`config.mk`:
```
export PLATFORM = sky130hd
export DESIGN_NAME = branch_predict_unit
export DESIGN_NICKNAME = d
export VERILOG_FILES = /design/src/rtl/branch_predict_unit.sv
export SDC_FILE = /design/constraint.sdc
export NUM_CORES = 1
export LEC_CHECK = 0
export CAP_MARGIN = 20
export CELL_PAD_IN_SITES_DETAIL_PLACEMENT = 1
export CELL_PAD_IN_SITES_GLOBAL_PLACEMENT = 2
export CORE_AREA = 5 5 133 135
export CTS_CLUSTER_DIAMETER = 120
export CTS_CLUSTER_SIZE = 16
export DETAILED_ROUTE_END_ITERATION = 16
export DIE_AREA = 0 0 138 140
export PLACE_DENSITY_LB_ADDON = 0.1
export SLEW_MARGIN = 20
export SYNTH_ARGS = -nofsm -noshare
export SYNTH_HDL_FRONTEND = slang
export SYNTH_SLANG_ARGS = --single-unit
```
`constraint.sdc`:
```
create_clock -name Clk -period 3.7 [get_ports Clk]
set_clock_uncertainty 0.1 [all_clocks]
set_input_delay 0.74 -clock Clk [delete_from_list [all_inputs] [get_ports Clk]]
set_output_delay 0.74 -clock Clk [all_outputs]
set_load 0.02 [all_outputs]
```
`src/rtl/branch_predict_unit.sv`:
```
// rtl/branch_predict_unit.sv - EX branch resolution with a 2-bit saturating-counter predictor table
// Resolves EX branches, updates the IF prediction table and keeps branch/mispredict statistics.
module branch_predict_unit #(
  parameter int WIDTH      = 32,
  parameter int ADDR_WIDTH = 32,
  parameter int IDX_BITS   = 4,
  parameter int CNT_WIDTH  = 16
) (
  input  logic                  Clk,
  input  logic                  Rst,
  input  logic [ADDR_WIDTH-1:0] IF_PC,
  output logic                  IF_Predict_Taken,
  input  logic                  EX_Valid,
  input  logic [3:0]            EX_BranchType,
  input  logic [WIDTH-1:0]      EX_A,
  input  logic [WIDTH-1:0]      EX_B,
  input  logic [ADDR_WIDTH-1:0] EX_PC,
  input  logic                  EX_Predicted_Taken,
  input  logic                  Cnt_Clr,
  output logic                  Res_Valid,
  output logic                  Res_Taken,
  output logic                  Res_Mispredict,
  output logic [CNT_WIDTH-1:0]  Branch_Count,
  output logic [CNT_WIDTH-1:0]  Mispredict_Count
);

  localparam int DEPTH = 1 << IDX_BITS;

  logic [1:0]           r_table [DEPTH];
  logic                 r_res_valid;
  logic                 r_res_taken;
  logic                 r_res_mispredict;
  logic [CNT_WIDTH-1:0] r_branch_cnt;
  logic [CNT_WIDTH-1:0] r_mispredict_cnt;

  logic [IDX_BITS-1:0]  w_if_idx;
  logic [IDX_BITS-1:0]  w_ex_idx;
  logic                 w_a_neg;
  logic                 w_a_zero;
  logic                 w_cond;
  logic                 w_jump;
  logic                 w_taken;
  logic                 w_mispredict;
  logic [1:0]           w_entry;
  logic [1:0]           w_entry_next;
  logic                 w_unused;

  // Word-aligned PCs: bits [1:0] never select an entry.
  assign w_if_idx = IF_PC[IDX_BITS+1:2];
  assign w_ex_idx = EX_PC[IDX_BITS+1:2];
  assign w_unused = ^{IF_PC[1:0], EX_PC[1:0], IF_PC[ADDR_WIDTH-1:IDX_BITS+2], EX_PC[ADDR_WIDTH-1:IDX_BITS+2]};

  assign IF_Predict_Taken = r_table[w_if_idx][1];

  assign w_a_neg  = EX_A[WIDTH-1];
  assign w_a_zero = (EX_A == '0);

  always_comb begin
    w_cond  = 1'b0;
    w_jump  = 1'b0;
    w_taken = 1'b0;
    case (EX_BranchType)
      4'b0011: begin w_cond = 1'b1; w_taken = !w_a_neg;               end
      4'b0100: begin w_cond = 1'b1; w_taken = (EX_A == EX_B);         end
      4'b0101: begin w_cond = 1'b1; w_taken = (EX_A != EX_B);         end
      4'b0110: begin w_cond = 1'b1; w_taken = !w_a_neg && !w_a_zero;  end
      4'b0111: begin w_cond = 1'b1; w_taken = w_a_neg || w_a_zero;    end
      4'b1000: begin w_cond = 1'b1; w_taken = w_a_neg;                end
      4'b1001: begin w_jump = 1'b1; w_taken = 1'b1;                   end
      default: ;
    endcase
    w_cond = w_cond && EX_Valid;
    w_jump = w_jump && EX_Valid;
  end

  assign w_mispredict = w_cond && (w_taken != EX_Predicted_Taken);
  assign w_entry      = r_table[w_ex_idx];

  always_comb begin
    w_entry_next = w_entry;
    if (w_taken && w_entry != 2'b11)
      w_entry_next = w_entry + 2'd1;
    else if (!w_taken && w_entry != 2'b00)
      w_entry_next = w_entry - 2'd1;
  end

  always_ff @(posedge Clk or posedge Rst) begin
    if (Rst) begin
      for (int i = 0; i < DEPTH; i++) r_table[i] <= 2'b01;
    end else if (w_cond) begin
      r_table[w_ex_idx] <= w_entry_next;
    end
  end

  always_ff @(posedge Clk or posedge Rst) begin
    if (Rst) begin
      r_res_valid      <= 1'b0;
      r_res_taken      <= 1'b0;
      r_res_mispredict <= 1'b0;
    end else begin
      r_res_valid      <= w_cond || w_jump;
      r_res_taken      <= w_jump || (w_cond && w_taken);
      r_res_mispredict <= w_mispredict;
    end
  end

  // Clear wins over a same-cycle increment.
  always_ff @(posedge Clk or posedge Rst) begin
    if (Rst) begin
      r_branch_cnt     <= '0;
      r_mispredict_cnt <= '0;
    end else if (Cnt_Clr) begin
      r_branch_cnt     <= '0;
      r_mispredict_cnt <= '0;
    end else if (w_cond) begin
      r_branch_cnt <= r_branch_cnt + CNT_WIDTH'(1);
      if (w_mispredict) r_mispredict_cnt <= r_mispredict_cnt + CNT_WIDTH'(1);
    end
  end

  assign Res_Valid        = r_res_valid;
  assign Res_Taken        = r_res_taken;
  assign Res_Mispredict   = r_res_mispredict;
  assign Branch_Count     = r_branch_cnt;
  assign Mispredict_Count = r_mispredict_cnt;

endmodule

```
=== Word level (Yosys, flattened, before mapping) ===
Index checks and enable logic that the tools add are counted.

* Register bits: 67
* Bits of input ports: 137
* Output and inout port bits: 36

* $add $sub $neg: 4
* Equal/unequal tests: 11
* Multiplexer cells: 19
* Bitwise gates (word level): 2
* Magnitude comparators: 3
* Reduce and logical (&&, ||, !) cells: 20

{| class="wikitable"
|+ Operators by type and width
! kind !! number
|-
| $mux 16 || 5
|-
| $add 16x1->16 const B || 2
|-
| $bwmux 32 || 1
|-
| $eq 32x32->1 || 1
|-
| $logic_not 32->1 || 1
|-
| $ne 32x32->1 || 1
|-
| $bmux 2 s4 || 2
|-
| $eq 4x3->1 const B || 4
|-
| $mux 2 || 7
|-
| $ge 5x5->1 const B || 2
|-
| $not 4->5 || 2
|-
| $demux 2 s4 || 1
|-
| $eq 4x4->1 const B || 2
|-
| $logic_and 1x1->1 || 8
|-
| $pmux 1 s7 || 1
|-
| $reduce_bool 2->1 || 3
|-
| $reduce_or 6->1 || 1
|-
| $lt 5x1->1 const B || 1
|-
| $eq 4x2->1 const B || 1
|-
| $logic_not 1->1 || 3
|-
| $logic_or 1x1->1 || 3
|-
| $add 2x1->2 const B || 1
|-
| $mux 1 || 2
|-
| $ne 2x2->1 const B || 1
|-
| other kinds (3) || 3
|}

=== Logic depth before layout (Yosys ltp) ===
* Depth in word-level cells: 9
* Mapped depth: 11

=== Worst setup path after synthesis ===
Ideal clock, no wire load.

* Path kind: input -> register
* From: in EX_PC[2]
* To: reg r_table[23] (netlist name)
* Arrival time: 3.618 ns
* Stages on the path: 11
* Setup slack: -0.143 ns
* Setup time: 0.125 ns
* Buffers on the path: 3
* Cells stage by stage: clkbuf_1 -> clkbuf_1 -> mux4_2 -> mux4_2 -> inv_1 -> ha_1 -> nor2b_1 -> mux2i_1 -> nand3_1 -> clkbuf_1 -> mux2_2

* Longest elaborated chain between the ends: 9
* Elaborated cells between the ends (all ways): 18
* Those cells by class: add/sub: 2; order compare: 2; eq/ne: 1; mux: 8; bitwise: 1; reduce/logical: 4

{| class="wikitable"
|+ Ends and longest elaborated chain
! element !! line !! RTL
|-
| start, declared || 17 || <nowiki>input logic [ADDR_WIDTH-1:0] EX_PC,</nowiki>
|-
| $not 4->5 (not written as such) (*) || 77, 91 ||
|-
| branches (longest 7 deep; another with $sub 2x1->2) || - ||
|-
| $bwmux 32 (*) || 91 || <nowiki>r_table[w_ex_idx] <= w_entry_next;</nowiki>
|-
| end signal, assigned by index || 91 ||
|-
| end, declared || 29 || <nowiki>logic [1:0] r_table [DEPTH];</nowiki>
|}

Mark *: on every way between the ends. The select of a mux whose other input is x is not followed.
A chain may end at the register's enable or synchronous reset.

=== Worst setup path after layout ===
* From: in EX_PC[2]
* To: reg r_table[3] (netlist name)

Same word-level chain as after synthesis.

==> metrics list <==
* Final weighted congestion of routability-driven global placement: 0.781
* Clock root cell: clkbuf_16
* Netlist Area Pre-Place: ~4200 um2
- Horizontal extent of the die: around 140 um
* Transition at the pin with the smallest max-transition slack: around 0.66 ns
* Unique cell type count in the Yosys netlist: 46
- Area of all placed cells without fillers: roughly 6200 um2
* Deepest clock path buffer count: 2
- The worst register-to-register path begins at r_table[3].
* Antenna violations before repair: 0
- For hold timing, the worst endpoint is r_table[30].
* Post-route antenna net violation count: 0
- Max-cap violations in this run came to 0.
- Maximum clock frequency: roughly 290 MHz
- Counting flops and latches in the post-synthesis netlist gives 67.
* Hpwl dp: 10,500 um
- Reg-to-Reg End: r_table[3]
* Die height: 140 um
- STA classifies the critical path endpoint as a flop.
- Number of standard cells after synthesis: 392
- Cells along the critical path: clkdlybuf4s50_1 -> buf_12 -> mux4_2 -> mux4_2 -> inv_1 -> ha_1 -> nor2b_1 -> mux2i_1 -> nand3_1 -> buf_4 -> mux2_2
* Crit Path Max Fanout: 16
- Resize count post-CTS: 1
- Relative to the synthesized area, the layout overhead comes to 48.1%.
- CTS clock-pin slew for the worst setup and hold paths: approximately 0.060 ns
- After clock tree synthesis, the setup repair step added 0 buffers.
* Starting Density: 25.6%
- Top cells by count, synth: 51 x dfrtp_1, 48 x nor2_1, 36 x xnor2_1
- Cell Pwr Density: 410 nW/um2
- The number of global-route vias before repair was 3,969.
* Routed wirelength normalized by instance count: 18.0 um
- Row count: between 40 and 50
* Mapped Avg Cell Area: 10.7 um2
* Global-route total usage across every layer: 14.6%
* Post-DP Area: 5850 um2
- STA puts the critical path data required time at 3.83 ns.
- Counting the buffers created by CTS gives 9.
* Remaining routing DRC violations: 0
- Inserted Diodes: 0
* Clk_lat worst skew: ~0.35 ns
- R2r setup slk: 0.94 ns
- Before antenna repair, the detailed router went through 4 iterations.
* Highest cell delay on the worst timing path: 0.57 ns
* Sequential area share after synthesis: 40.6%
* Floorplan Core Area: 16,300 um2
- Max transition margin: between 50% and 60%
- Register Area: 1700 um2
- Status: complete, no violations
- Total number of clock tree sinks: 67
- Adding up every negative setup slack in the final design gives 0 ns.
- Post-Syn Nets: between 500 and 600
- For this design the static power due to leakage is roughly 0.0024 uW.
* Aggregate routed wire length: 13,800 um
* Top-count cell post-synth: dfrtp_1
* H-Tree Level Count: 3
* Number of enable-type register cells in the synthesized netlist: 0
- Worst hold start: r_table[30]
- In this design, the critical path's most frequently occurring cell is mux4_2.
- I/O pin count: 173
- CTS tree: yes
- Data arrives at the worst endpoint at 3.64 ns.
- Buffers inserted to repair hold after CTS numbered 0.
- In the routed layout, each cell is associated on average with a via count of 4.68.
- VDD sags by at most 0.199 mV.
* Total via count after detailed routing: roughly 3.6k
* Critical Setup Path Class: in2reg
- The worst path needs approximately 3.5 ns of the cycle, external delays included.
* Share of cells above drive strength 1: a little under a quarter
- Combined area of the multi-input logic cells: 2400 um2
- For this run, the number of Yosys warnings is 0.
- Cell depth of the worst hold path: 2
* Setup repair after global routing missed its margin: no
- The hold violation count in the final report is 0.
- Input and output buffers added on the ports amount to about 120.
* Filler instances: 1,839
* Total global routing overflow: 0
* Flip-flop cell with the highest count after synthesis: dfrtp_1
- Post-synthesis async set-or-reset flop share: 100%
- Total die area: 19,300 um2
- After the first detailed-routing iteration, the DRC count stood at 76.
* Worst R2R Path Depth: 9
- The slowest stage of the critical path is the mux4_2 cell.
* Total power: 2540 uW
* Count of pins over their slew limit: 0
* Most area-hungry cell type in the Yosys netlist: dfrtp_1
- Class of the most critical hold timing path: reg2reg
- Share of the clock period used by the worst path: 94.7%
- Worst Setup Start Kind: input pin
- # setup viols final: 0
- The final layout contains 681 nets.
- Sorting the synthesized cells by area gives the leading types as dfrtp_1 31%, dfstp_2 10%, mux4_2 8.1%, mux2_2 7.8%, xnor2_1 7.5%.
* Largest net degree at the start of global routing: 39
- First-pass GRT wire length: 22,400 um
* Yosys top cell area share: 30.5%
## cell usage in the layout, fill, tap and decap left out, types with 2 or more instances in the layout
master,synthesis,layout
and3_1,2,2
and4_1,4,4
and2_1,2,2
o31ai_1,3,3
buf_4,0,32
or4_1,6,6
nor3_1,3,3
nor4_1,13,13
mux2_4,6,6
inv_1,6,5
clkinvlp_4,0,2
clkbuf_16,0,9
xor2_1,15,15
nand2_1,20,20
nand3_1,16,16
or3_1,2,2
buf_12,0,3
nor4_2,2,2
dfrtp_1,51,51
nand2b_1,7,7
nor2_1,48,48
nor3b_1,2,2
o21a_1,2,2
mux4_2,15,15
bufinv_16,0,2
nor2b_1,15,15
clkbuf_8,0,2
nor3_2,4,4
dfstp_2,16,16
o21ai_0,5,5
a21oi_1,12,12
nand4_1,14,14
clkdlybuf4s50_1,0,115
ha_1,4,4
mux2i_1,4,4
xnor2_1,36,36
or2_2,2,2
mux2_2,29,29
nand3b_1,2,2
## report_power, final
group | switching, uW | internal [uW]
combinational | 296 | 347
sequential | 54.0 | 862
clock | 350 | 629
total | 700 | 1840
## worst max path at each step
stage / start / to / slack [ns] / cells past startpoint
floorplan: EX_PC[2] / r_table[23] / 0.13 / 11
global placement: EX_PC[2] / r_table[17] / -0.15 / 11
detailed placement: EX_PC[2] / r_table[7] / -0.18 / 11
CTS: IF_PC[2] / IF_Predict_Taken / 0.17 / 5
global route: EX_A[16] / r_table[22] / 0.007 / 12
finish: EX_PC[2] / r_table[3] / 0.19 / 11
## routing by layer
metal / GRT usage [%] / vias to the layer above / share of wire (%)
met4: 4.52 / 0 / 1.3
met2: 25.1 / 72 / 50
met1: 18.4 / 1780 / 45
li1: - / 1708 / -
met5: 0 / - / 0
met3: 3.24 / 18 / 3.5
## registers in the layout, summed over array words and instances (netlist names)
signal            cells
Res_Mispredict        1
Res_Taken             1
r_table              32
Res_Valid             1
Mispredict_Count     16
Branch_Count         16
## stage by stage
step                hold WS (ns)  std cells  utilization (%)  worst slack [ns]
global placement           0.371        749             35.8            -0.152
floorplan                  0.355        392                -             0.128
CTS                        0.391        765             37.9             0.168
global route               0.422        765             37.9           0.00739
detailed placement         0.382        749             35.8            -0.180
finish                     0.386        765             37.9             0.194
## logic make-up (layout without fill, tap and decap cells)
group | Yosys count | after routing | synth area share, %
muxes | 54 | 54 | 19.0
DFF | 67 | 67 | 40.6
AOI/OAI and AO/OA | 28 | 28 | 4.37
and+or+nand+nor | 167 | 167 | 21.7
buffers and inverters | 20 | 173 | 2.01
adders and majority gates | 4 | 4 | 1.20
xor gates and xnor gates | 52 | 52 | 11.1
## worst max-delay path: cells and delay by family
family / cells / cell delay (ns)
adder cells (fa/ha/maj): 1 / 0.23
AND/OR/NAND/NOR: 2 / 0.22
buffers and inverters: 4 / 0.96
multiplexers: 4 / 1.48
## layout make-up
cell class                 count  share of cell area [%]
timing repair buffer         151                    23.6
clock buffer                  11                    4.08
tap                          220                    4.45
clock inverter                 5                    1.35
inverter                       6                   0.364
sequential                    67                    27.4
multi-input combinational    305                    38.7
Note: power is estimated with default switching activity, not from simulation.
